`src/rtl/pipeline_stall_regs_pkg.sv`:
```
// cpu_pkg: shared definitions for the pipeline register slice.
//   - Control-vector bit positions for the 9-bit ID/EX control word
//     {RegWrite, MemtoReg, MemRead, MemWrite, Branch, ALUSrc, RegDst, ALUOp[1:0]}
//   - NOP encoding (sll $0,$0,0 == all zeros)
//   - MIPS register-field slice positions
//   - Stall FSM state type and field-extraction helpers
package cpu_pkg;

    localparam int CTRL_W        = 9;
    localparam int CTRL_REGWRITE = 8;
    localparam int CTRL_MEMTOREG = 7;
    localparam int CTRL_MEMREAD  = 6;
    localparam int CTRL_MEMWRITE = 5;
    localparam int CTRL_BRANCH   = 4;
    localparam int CTRL_ALUSRC   = 3;
    localparam int CTRL_REGDST   = 2;
    localparam int CTRL_ALUOP    = 0;   // ALUOp occupies [1:0]

    localparam logic [31:0] NOP_INSTR = 32'h0000_0000;

    localparam int RS_HI = 25;
    localparam int RS_LO = 21;
    localparam int RT_HI = 20;
    localparam int RT_LO = 16;
    localparam int RD_HI = 15;
    localparam int RD_LO = 11;

    typedef enum logic [0:0] {
        ST_RUN   = 1'b0,
        ST_STALL = 1'b1
    } stall_state_e;

    function automatic logic [4:0] field_rs(input logic [31:0] instr);
        return instr[RS_HI:RS_LO];
    endfunction

    function automatic logic [4:0] field_rt(input logic [31:0] instr);
        return instr[RT_HI:RT_LO];
    endfunction

    function automatic logic [4:0] field_rd(input logic [31:0] instr);
        return instr[RD_HI:RD_LO];
    endfunction

endpackage

```
`src/rtl/pipeline_stall_regs_if.sv`:
```
// Hazard-unit handshake bundle.
//   master (hazard unit): drives PCWrite, IF_ID_Write, Mux_Select_Stall;
//                         observes ID_EX_MemRead, ID_EX_RegRt, IF_ID_RegRs, IF_ID_RegRt.
//   slave  (pipeline regs): the reverse.
interface pipeline_stall_regs_if;
    logic       PCWrite;
    logic       IF_ID_Write;
    logic       Mux_Select_Stall;
    logic       ID_EX_MemRead;
    logic [4:0] ID_EX_RegRt;
    logic [4:0] IF_ID_RegRs;
    logic [4:0] IF_ID_RegRt;

    modport master (
        output PCWrite, IF_ID_Write, Mux_Select_Stall,
        input  ID_EX_MemRead, ID_EX_RegRt, IF_ID_RegRs, IF_ID_RegRt
    );

    modport slave (
        input  PCWrite, IF_ID_Write, Mux_Select_Stall,
        output ID_EX_MemRead, ID_EX_RegRt, IF_ID_RegRs, IF_ID_RegRt
    );
endinterface

```
`src/rtl/pipeline_stall_regs_pipe_reg_en.sv`:
```
// pipe_reg_en: generic pipeline register.
//   clk, rst (async active-high, loads RESET_VAL), en (load d),
//   clr (synchronous clear to zero, wins over en), d -> q.
module pipe_reg_en #(
    parameter int             W         = 32,
    parameter logic [W-1:0]   RESET_VAL = {W{1'b0}}
) (
    input  logic         clk,
    input  logic         rst,
    input  logic         en,
    input  logic         clr,
    input  logic [W-1:0] d,
    output logic [W-1:0] q
);

    // Storage with clear-over-load priority.
    always_ff @(posedge clk or posedge rst) begin
        if (rst) begin
            q <= RESET_VAL;
        end else if (clr) begin
            q <= {W{1'b0}};
        end else if (en) begin
            q <= d;
        end else begin
            q <= q;
        end
    end

endmodule

```
`src/rtl/pipeline_stall_regs.sv`:
```
// pipeline_stall_regs: PC, IF/ID and ID/EX registers acting on load-use
// hazard controls, plus a stall-tracking FSM and saturating stall counter.
//   clk, reset         : clock, async active-high reset
//   hz (slave)         : hazard controls in, compare fields out
//   Flush              : branch/jump redirect (beats every stall control)
//   PC_next, IF_Instr  : fetch-side inputs
//   ID_*               : decode-side inputs captured into ID/EX
//   PC, IF_ID_*, ID_EX_* : register outputs
//   Stall_Active, Stall_Count : stall observability
module pipeline_stall_regs
    import cpu_pkg::*;
#(
    parameter int                WIDTH    = 32,
    parameter int                CNT_W    = 16,
    parameter logic [WIDTH-1:0]  RESET_PC = {WIDTH{1'b0}}
) (
    input  logic                 clk,
    input  logic                 reset,
    pipeline_stall_regs_if.slave hz,
    input  logic                 Flush,
    input  logic [WIDTH-1:0]     PC_next,
    input  logic [WIDTH-1:0]     IF_Instr,
    input  logic [CTRL_W-1:0]    ID_Ctrl,
    input  logic [WIDTH-1:0]     ID_ReadData1,
    input  logic [WIDTH-1:0]     ID_ReadData2,
    input  logic [WIDTH-1:0]     ID_SignExt,
    output logic [WIDTH-1:0]     PC,
    output logic [WIDTH-1:0]     IF_ID_PC4,
    output logic [WIDTH-1:0]     IF_ID_Instr,
    output logic [CTRL_W-1:0]    ID_EX_Ctrl,
    output logic [4:0]           ID_EX_RegRs,
    output logic [4:0]           ID_EX_RegRd,
    output logic [WIDTH-1:0]     ID_EX_PC4,
    output logic [WIDTH-1:0]     ID_EX_ReadData1,
    output logic [WIDTH-1:0]     ID_EX_ReadData2,
    output logic [WIDTH-1:0]     ID_EX_SignExt,
    output logic                 Stall_Active,
    output logic [CNT_W-1:0]     Stall_Count
);

    localparam int IFID_W = 2 * WIDTH;
    localparam int IDEX_W = 4 * WIDTH + 15;

    logic                 stall_hit_s;
    logic                 pc_en_s;
    logic                 bubble_s;
    logic [WIDTH-1:0]     pc_plus4_s;
    logic [IFID_W-1:0]    ifid_d_s;
    logic [IFID_W-1:0]    ifid_q_s;
    logic [IDEX_W-1:0]    idex_d_s;
    logic [IDEX_W-1:0]    idex_q_s;
    logic [4:0]           idex_rt_s;
    stall_state_e         state_r;
    logic                 stall_active_r;
    logic [CNT_W-1:0]     stall_count_r;

    function automatic logic [CNT_W-1:0] sat_inc(input logic [CNT_W-1:0] v);
        if (v == {CNT_W{1'b1}}) begin
            return v;
        end else begin
            return v + {{(CNT_W-1){1'b0}}, 1'b1};
        end
    endfunction

    // A stall only counts when it is not swallowed by a redirect.
    assign stall_hit_s = hz.Mux_Select_Stall & ~Flush;
    assign pc_en_s     = Flush | hz.PCWrite;
    assign bubble_s    = Flush | hz.Mux_Select_Stall;
    assign pc_plus4_s  = PC + {{(WIDTH-3){1'b0}}, 3'b100};   // wraps modulo 2^WIDTH
    assign ifid_d_s    = {pc_plus4_s, IF_Instr};
    assign idex_d_s    = {ID_EX_PC4_d(), ID_ReadData1, ID_ReadData2, ID_SignExt,
                          field_rs(IF_ID_Instr[31:0]), field_rt(IF_ID_Instr[31:0]),
                          field_rd(IF_ID_Instr[31:0])};

    function automatic logic [WIDTH-1:0] ID_EX_PC4_d();
        return IF_ID_PC4;
    endfunction

    pipe_reg_en #(.W(WIDTH), .RESET_VAL(RESET_PC)) u_pc (
        .clk(clk), .rst(reset), .en(pc_en_s), .clr(1'b0), .d(PC_next), .q(PC)
    );

    // Flush clears IF/ID to a NOP even if IF_ID_Write is low.
    pipe_reg_en #(.W(IFID_W)) u_ifid (
        .clk(clk), .rst(reset), .en(hz.IF_ID_Write), .clr(Flush), .d(ifid_d_s), .q(ifid_q_s)
    );

    // ID/EX data always advances; a bubble only zeroes control.
    pipe_reg_en #(.W(IDEX_W)) u_idex_data (
        .clk(clk), .rst(reset), .en(1'b1), .clr(1'b0), .d(idex_d_s), .q(idex_q_s)
    );

    pipe_reg_en #(.W(CTRL_W)) u_idex_ctrl (
        .clk(clk), .rst(reset), .en(1'b1), .clr(bubble_s), .d(ID_Ctrl), .q(ID_EX_Ctrl)
    );

    assign IF_ID_PC4       = ifid_q_s[IFID_W-1:WIDTH];
    assign IF_ID_Instr     = ifid_q_s[WIDTH-1:0];
    assign ID_EX_PC4       = idex_q_s[IDEX_W-1:3*WIDTH+15];
    assign ID_EX_ReadData1 = idex_q_s[3*WIDTH+14:2*WIDTH+15];
    assign ID_EX_ReadData2 = idex_q_s[2*WIDTH+14:WIDTH+15];
    assign ID_EX_SignExt   = idex_q_s[WIDTH+14:15];
    assign ID_EX_RegRs     = idex_q_s[14:10];
    assign idex_rt_s       = idex_q_s[9:5];
    assign ID_EX_RegRd     = idex_q_s[4:0];

    // Hazard-unit feedback: zero-latency slices of the registered values.
    assign hz.IF_ID_RegRs   = field_rs(IF_ID_Instr[31:0]);
    assign hz.IF_ID_RegRt   = field_rt(IF_ID_Instr[31:0]);
    assign hz.ID_EX_RegRt   = idex_rt_s;
    assign hz.ID_EX_MemRead = ID_EX_Ctrl[CTRL_MEMREAD];

    // Stall FSM with registered Stall_Active and saturating counter.
    always_ff @(posedge clk or posedge reset) begin
        if (reset) begin
            state_r        <= ST_RUN;
            stall_active_r <= 1'b0;
            stall_count_r  <= {CNT_W{1'b0}};
        end else begin
            case (state_r)
                ST_RUN, ST_STALL: begin
                    if (stall_hit_s) begin
                        state_r        <= ST_STALL;
                        stall_active_r <= 1'b1;
                    end else begin
                        state_r        <= ST_RUN;
                        stall_active_r <= 1'b0;
                    end
                end
                default: begin
                    state_r        <= ST_RUN;
                    stall_active_r <= 1'b0;
                end
            endcase
            if (stall_hit_s) begin
                stall_count_r <= sat_inc(stall_count_r);
            end else begin
                stall_count_r <= stall_count_r;
            end
        end
    end

    assign Stall_Active = stall_active_r;
    assign Stall_Count  = stall_count_r;

endmodule

```
`src/flat_wrapper.sv`:
```
// flat-port wrapper written by rule: the top's interface ports become plain ports
module pipeline_stall_regs_flat import cpu_pkg::*;
#(
    parameter int                WIDTH    = 32,
    parameter int                CNT_W    = 16,
    parameter logic [WIDTH-1:0]  RESET_PC = {WIDTH{1'b0}}
)
  (clk, reset, Flush, PC_next, IF_Instr, ID_Ctrl, ID_ReadData1, ID_ReadData2, ID_SignExt, PC, IF_ID_PC4, IF_ID_Instr, ID_EX_Ctrl, ID_EX_RegRs, ID_EX_RegRd, ID_EX_PC4, ID_EX_ReadData1, ID_EX_ReadData2, ID_EX_SignExt, Stall_Active, Stall_Count, hz_PCWrite, hz_IF_ID_Write, hz_Mux_Select_Stall, hz_ID_EX_MemRead, hz_ID_EX_RegRt, hz_IF_ID_RegRs, hz_IF_ID_RegRt);
  pipeline_stall_regs_if hz_i ();
  input  logic clk;
  input  logic reset;
  input  logic Flush;
  input  logic [WIDTH-1:0] PC_next;
  input  logic [WIDTH-1:0] IF_Instr;
  input  logic [CTRL_W-1:0] ID_Ctrl;
  input  logic [WIDTH-1:0] ID_ReadData1;
  input  logic [WIDTH-1:0] ID_ReadData2;
  input  logic [WIDTH-1:0] ID_SignExt;
  output logic [WIDTH-1:0] PC;
  output logic [WIDTH-1:0] IF_ID_PC4;
  output logic [WIDTH-1:0] IF_ID_Instr;
  output logic [CTRL_W-1:0] ID_EX_Ctrl;
  output logic [4:0] ID_EX_RegRs;
  output logic [4:0] ID_EX_RegRd;
  output logic [WIDTH-1:0] ID_EX_PC4;
  output logic [WIDTH-1:0] ID_EX_ReadData1;
  output logic [WIDTH-1:0] ID_EX_ReadData2;
  output logic [WIDTH-1:0] ID_EX_SignExt;
  output logic Stall_Active;
  output logic [CNT_W-1:0] Stall_Count;
  input wire logic [$bits(hz_i.PCWrite)-1:0] hz_PCWrite;
  input wire logic [$bits(hz_i.IF_ID_Write)-1:0] hz_IF_ID_Write;
  input wire logic [$bits(hz_i.Mux_Select_Stall)-1:0] hz_Mux_Select_Stall;
  output wire logic [$bits(hz_i.ID_EX_MemRead)-1:0] hz_ID_EX_MemRead;
  output wire logic [$bits(hz_i.ID_EX_RegRt)-1:0] hz_ID_EX_RegRt;
  output wire logic [$bits(hz_i.IF_ID_RegRs)-1:0] hz_IF_ID_RegRs;
  output wire logic [$bits(hz_i.IF_ID_RegRt)-1:0] hz_IF_ID_RegRt;
  assign hz_i.PCWrite = hz_PCWrite;
  assign hz_i.IF_ID_Write = hz_IF_ID_Write;
  assign hz_i.Mux_Select_Stall = hz_Mux_Select_Stall;
  assign hz_ID_EX_MemRead = hz_i.ID_EX_MemRead;
  assign hz_ID_EX_RegRt = hz_i.ID_EX_RegRt;
  assign hz_IF_ID_RegRs = hz_i.IF_ID_RegRs;
  assign hz_IF_ID_RegRt = hz_i.IF_ID_RegRt;
  pipeline_stall_regs #(.WIDTH(WIDTH), .CNT_W(CNT_W), .RESET_PC(RESET_PC)) u_core (.clk(clk), .reset(reset), .hz(hz_i), .Flush(Flush), .PC_next(PC_next), .IF_Instr(IF_Instr), .ID_Ctrl(ID_Ctrl), .ID_ReadData1(ID_ReadData1), .ID_ReadData2(ID_ReadData2), .ID_SignExt(ID_SignExt), .PC(PC), .IF_ID_PC4(IF_ID_PC4), .IF_ID_Instr(IF_ID_Instr), .ID_EX_Ctrl(ID_EX_Ctrl), .ID_EX_RegRs(ID_EX_RegRs), .ID_EX_RegRd(ID_EX_RegRd), .ID_EX_PC4(ID_EX_PC4), .ID_EX_ReadData1(ID_EX_ReadData1), .ID_EX_ReadData2(ID_EX_ReadData2), .ID_EX_SignExt(ID_EX_SignExt), .Stall_Active(Stall_Active), .Stall_Count(Stall_Count));
endmodule
```
`config.mk`:
```
export PLATFORM = sky130hd
export DESIGN_NAME = pipeline_stall_regs_flat
export DESIGN_NICKNAME = d
export VERILOG_FILES = /design/src/rtl/pipeline_stall_regs_pkg.sv /design/src/rtl/pipeline_stall_regs_if.sv /design/src/rtl/pipeline_stall_regs_pipe_reg_en.sv /design/src/rtl/pipeline_stall_regs.sv /design/src/flat_wrapper.sv
export SDC_FILE = /design/constraint.sdc
export NUM_CORES = 1
export LEC_CHECK = 0
export ABC_AREA = 1
export CAP_MARGIN = 40
export CORE_ASPECT_RATIO = 0.75
export CORE_MARGIN = 4
export CORE_UTILIZATION = 30
export DETAILED_ROUTE_END_ITERATION = 16
export HOLD_SLACK_MARGIN = 0.06
export PLACE_DENSITY_LB_ADDON = 0.3
export RECOVER_POWER = 100
export SLEW_MARGIN = 0
export SYNTH_ARGS = -nofsm -noshare
export SYNTH_HDL_FRONTEND = slang
export SYNTH_SLANG_ARGS = --single-unit
```
`constraint.sdc`:
```
create_clock -name clk -period 13.67 [get_ports clk]
set_clock_uncertainty 0.05 [all_clocks]
set_input_delay 2.734 -clock clk [delete_from_list [all_inputs] [get_ports clk]]
set_output_delay 2.734 -clock clk [all_outputs]
set_load 0.05 [all_outputs]
```
==> metrics.txt <==
status=finished with violations; violated checks=capacitance limit, slew limit; fraction of final layout cells with drive strength greater than 1=4.97%; post-layout power=2.14 mW; num ports=451; unrepaired setup endpoints after global routing=no; largest voltage drop on the vdd net=0.0819 mV; setup violators final=0; final net count=1,443; Num CTS Buffers=28; critical path's largest stage delay=2.72 ns; CP max-delay cell=clkinvlp_2; core area=30,300 sq um; total die area=33,700 sq um; number of cells in the finished layout apart from fillers=1,690; syn_nets=987; Post-route DRC=0; normalized max-slew margin=-231%; DP Wirelength=24.7 mm; number of antenna-violating nets in the routed design=0; number of buffers inserted by hold repair at cts=0; wire length of the first global-routing pass=49.1 mm; total track usage=18.7%; start point of the worst min-delay path=u_core.u_ifid.q[14]; Resized Gates After CTS=0; Initial Utilization=30.5%; Worst EP required=13.90 ns; main combinational cell family by area after synthesis=simple AND/OR/NAND/NOR gates; mux cell area share after synthesis=0.488%; FP Rows=55; terminating pin of the worst hold path=u_core.u_idex_data.q[3]; synthesized area divided by synthesized cell count=11.4 sq um; Power Dens Cells=141 nW/um^2; worst r2r dst=u_core.Stall_Count[13]; number of buffers and inverters on the critical path=3; number of antenna violations at the first check in global routing=7; reg2reg setup slack=11.30 ns; fraction of the cycle the final worst path needs=54.5%; CP delay by family, top=buffers and inverters; synthesized-area fraction occupied by ao, oa, aoi and oai cells=7.12%; pin count of the biggest net entering global routing=113; relative area change from synthesis to final layout=63.5%; First DRT Iteration DRCs=533; chip height=160 microns; clock slew seen by the registers of the worst setup and hold paths=0.06 ns; xor/xnor share of the synthesized area=0.853%; simple logic cell fraction of the synthesized area=14.9%; ordered cell list for the critical path=dlygate4sd3_1 -> clkinvlp_2 -> clkbuf_1; buffer count from post-CTS setup fixing=0; FILL cells=2,733; Worst Setup End Kind=async pin; Arr. time, crit path=7.67 ns; max-slew violation total from the final report=273; Max H-tree Level=1; number of max-capacitance violations reported=4; synthesized cell area=9240 sq um; clk buf depth=3; via count of the first global-routing pass=7,707; beginning of the worst register-to-register path=u_core.Stall_Count[0]; yosys synthesis warning count=0; number of clock sinks=265; end-of-flow core utilization=49.9%; fmax=134 MHz; static leakage=7.11 nW; most common library cell in the layout ignoring fill and taps=dlygate4sd3_1; flops & latches, synth=265; clock tree from TritonCTS=yes; Vias/cell=4.37; vias after detailed routing=7,391; leading cell types in the layout, fill and taps excluded=dlygate4sd3_1 (374), dfrtp_1 (265), nand2_1 (185); Clk Latency, worst-skew pair=0.55 ns; setup TNS after final layout=0 ns; post-detailed-routing wire length=32.2 mm; buffers added on ports=450; GRT Residual Overflow=0; adder and majority cell fraction of the synthesized area=0.271%; # placed instances=1,635; detailed-routing iteration count for the pre-antenna-repair pass=5; CTS root buf=clkbuf_16; slew at the pin with the worst max-slew slack=4.94 ns; crit path launch type=input pin; cell count of the worst reg-to-reg path=8; routability-driven placement congestion ratio=0.859; number of standard cells after synthesis=810; crit path kind=in -> async; Min Clock Period, post-route=7.44 ns; Routed wire per std cell=19.0 microns; maximum fanout along the worst path=112; cell count of the worst hold path=0; sequential element share of the synthesized area=71.8%; die width=211 microns; Distinct cells, synth=29; final hold violation count=0; Hold WC Path Type=reg -> reg
[cell type report]
class	count	area [sq um]	share of cell area, %
flip-flops and latches	265	6630	43.9
repair buffers	457	4590	30.4
multi-input cells	451	2170	14.4
clock buffers	39	782	5.18
well taps	399	499	3.30
inverters	63	238	1.57
clock inverters	12	180	1.19
diodes	4	10.0	0.0662
[power by group]
| group | leakage, nW | internal, mW | switching, mW |
|---|---|---|---|
| logic | 3.35 | 0.144 | 0.315 |
| clock network | 0.466 | 0.476 | 0.319 |
| registers | 3.30 | 0.840 | 0.0446 |
[layer usage]
| layer | GRT usage (%) | up-vias | wire length, microns |
|---|---|---|---|
| li1 | - | 3516 | - |
| met1 | 24.0 | 3560 | 13200 |
| met2 | 31.3 | 265 | 15700 |
| met3 | 5.77 | 50 | 2490 |
| met4 | 4.45 | 0 | 786 |
| met5 | 0 | - | 0 |
[sequential cells by signal (all words and copies together), names as in the netlist]
name                  flops
u_core.u_idex_data.q    143
u_core.u_idex_ctrl.q      9
u_core.Stall_Active       1
u_core.Stall_Count       16
u_core.u_ifid.q          64
u_core.u_pc.q            32
[synth_stat cells]
| master | n | area (sq um) |
|---|---|---|
| nor2_2 | 1 | 6.26 |
| nand3_1 | 41 | 205 |
| ha_1 | 2 | 25.0 |
| nand2_1 | 183 | 687 |
| a32o_1 | 1 | 10.0 |
| inv_1 | 60 | 225 |
| buf_4 | 12 | 90.1 |
| o31ai_1 | 1 | 7.51 |
| nand3_2 | 2 | 20.0 |
| xor2_1 | 3 | 26.3 |
| mux2_2 | 4 | 45.0 |
| buf_1 | 3 | 11.3 |
| nor2_4 | 2 | 22.5 |
| buf_6 | 2 | 22.5 |
| inv_2 | 3 | 11.3 |
| o21ai_2 | 7 | 61.3 |
| o21ai_1 | 1 | 5.00 |
| nor2_1 | 93 | 349 |
| a22o_1 | 33 | 289 |
| clkbuf_1 | 8 | 30.0 |
| a21oi_1 | 35 | 175 |
| buf_2 | 6 | 30.0 |
| nand4_1 | 4 | 25.0 |
| nor3_1 | 6 | 30.0 |
| xnor2_1 | 6 | 52.6 |
| nand2_2 | 3 | 18.8 |
| o21ai_0 | 22 | 110 |
| dfrtp_1 | 265 | 6630 |
| nor3_4 | 1 | 16.3 |
[worst max path at each step]
stage | startpoint | end | cells after the start
floorplan | reset | u_core.Stall_Active | 1
global placement | Flush | u_core.u_ifid.q[41] | 6
detailed placement | Flush | u_core.u_ifid.q[12] | 6
CTS | u_core.Stall_Count[2] | Stall_Count[2] | 1
global route | reset | u_core.u_idex_data.q[45] | 3
finish | reset | u_core.u_idex_data.q[11] | 3
[metrics by stage]
stage / worst slack (ns) / hold WS (ns) / area [sq um]
6_report: 6.23 / 0.342 / 15100
5_1_grt: 5.08 / 0.353 / 15100
4_1_cts: 8.93 / 0.349 / 15100
3_5_place_dp: 8.92 / 0.337 / 14200
3_3_place_gp: 8.54 / 0.335 / 14100
2_1_floorplan: 3.59 / 0.634 / 9240
[logic make-up after synthesis]
family | after synthesis
buf+inv | 94
simple gates | 336
mux | 4
compound gates | 100
fa+ha+maj | 2
xor+xnor | 9
flops | 265
Note: power is estimated with default switching activity, not from simulation.
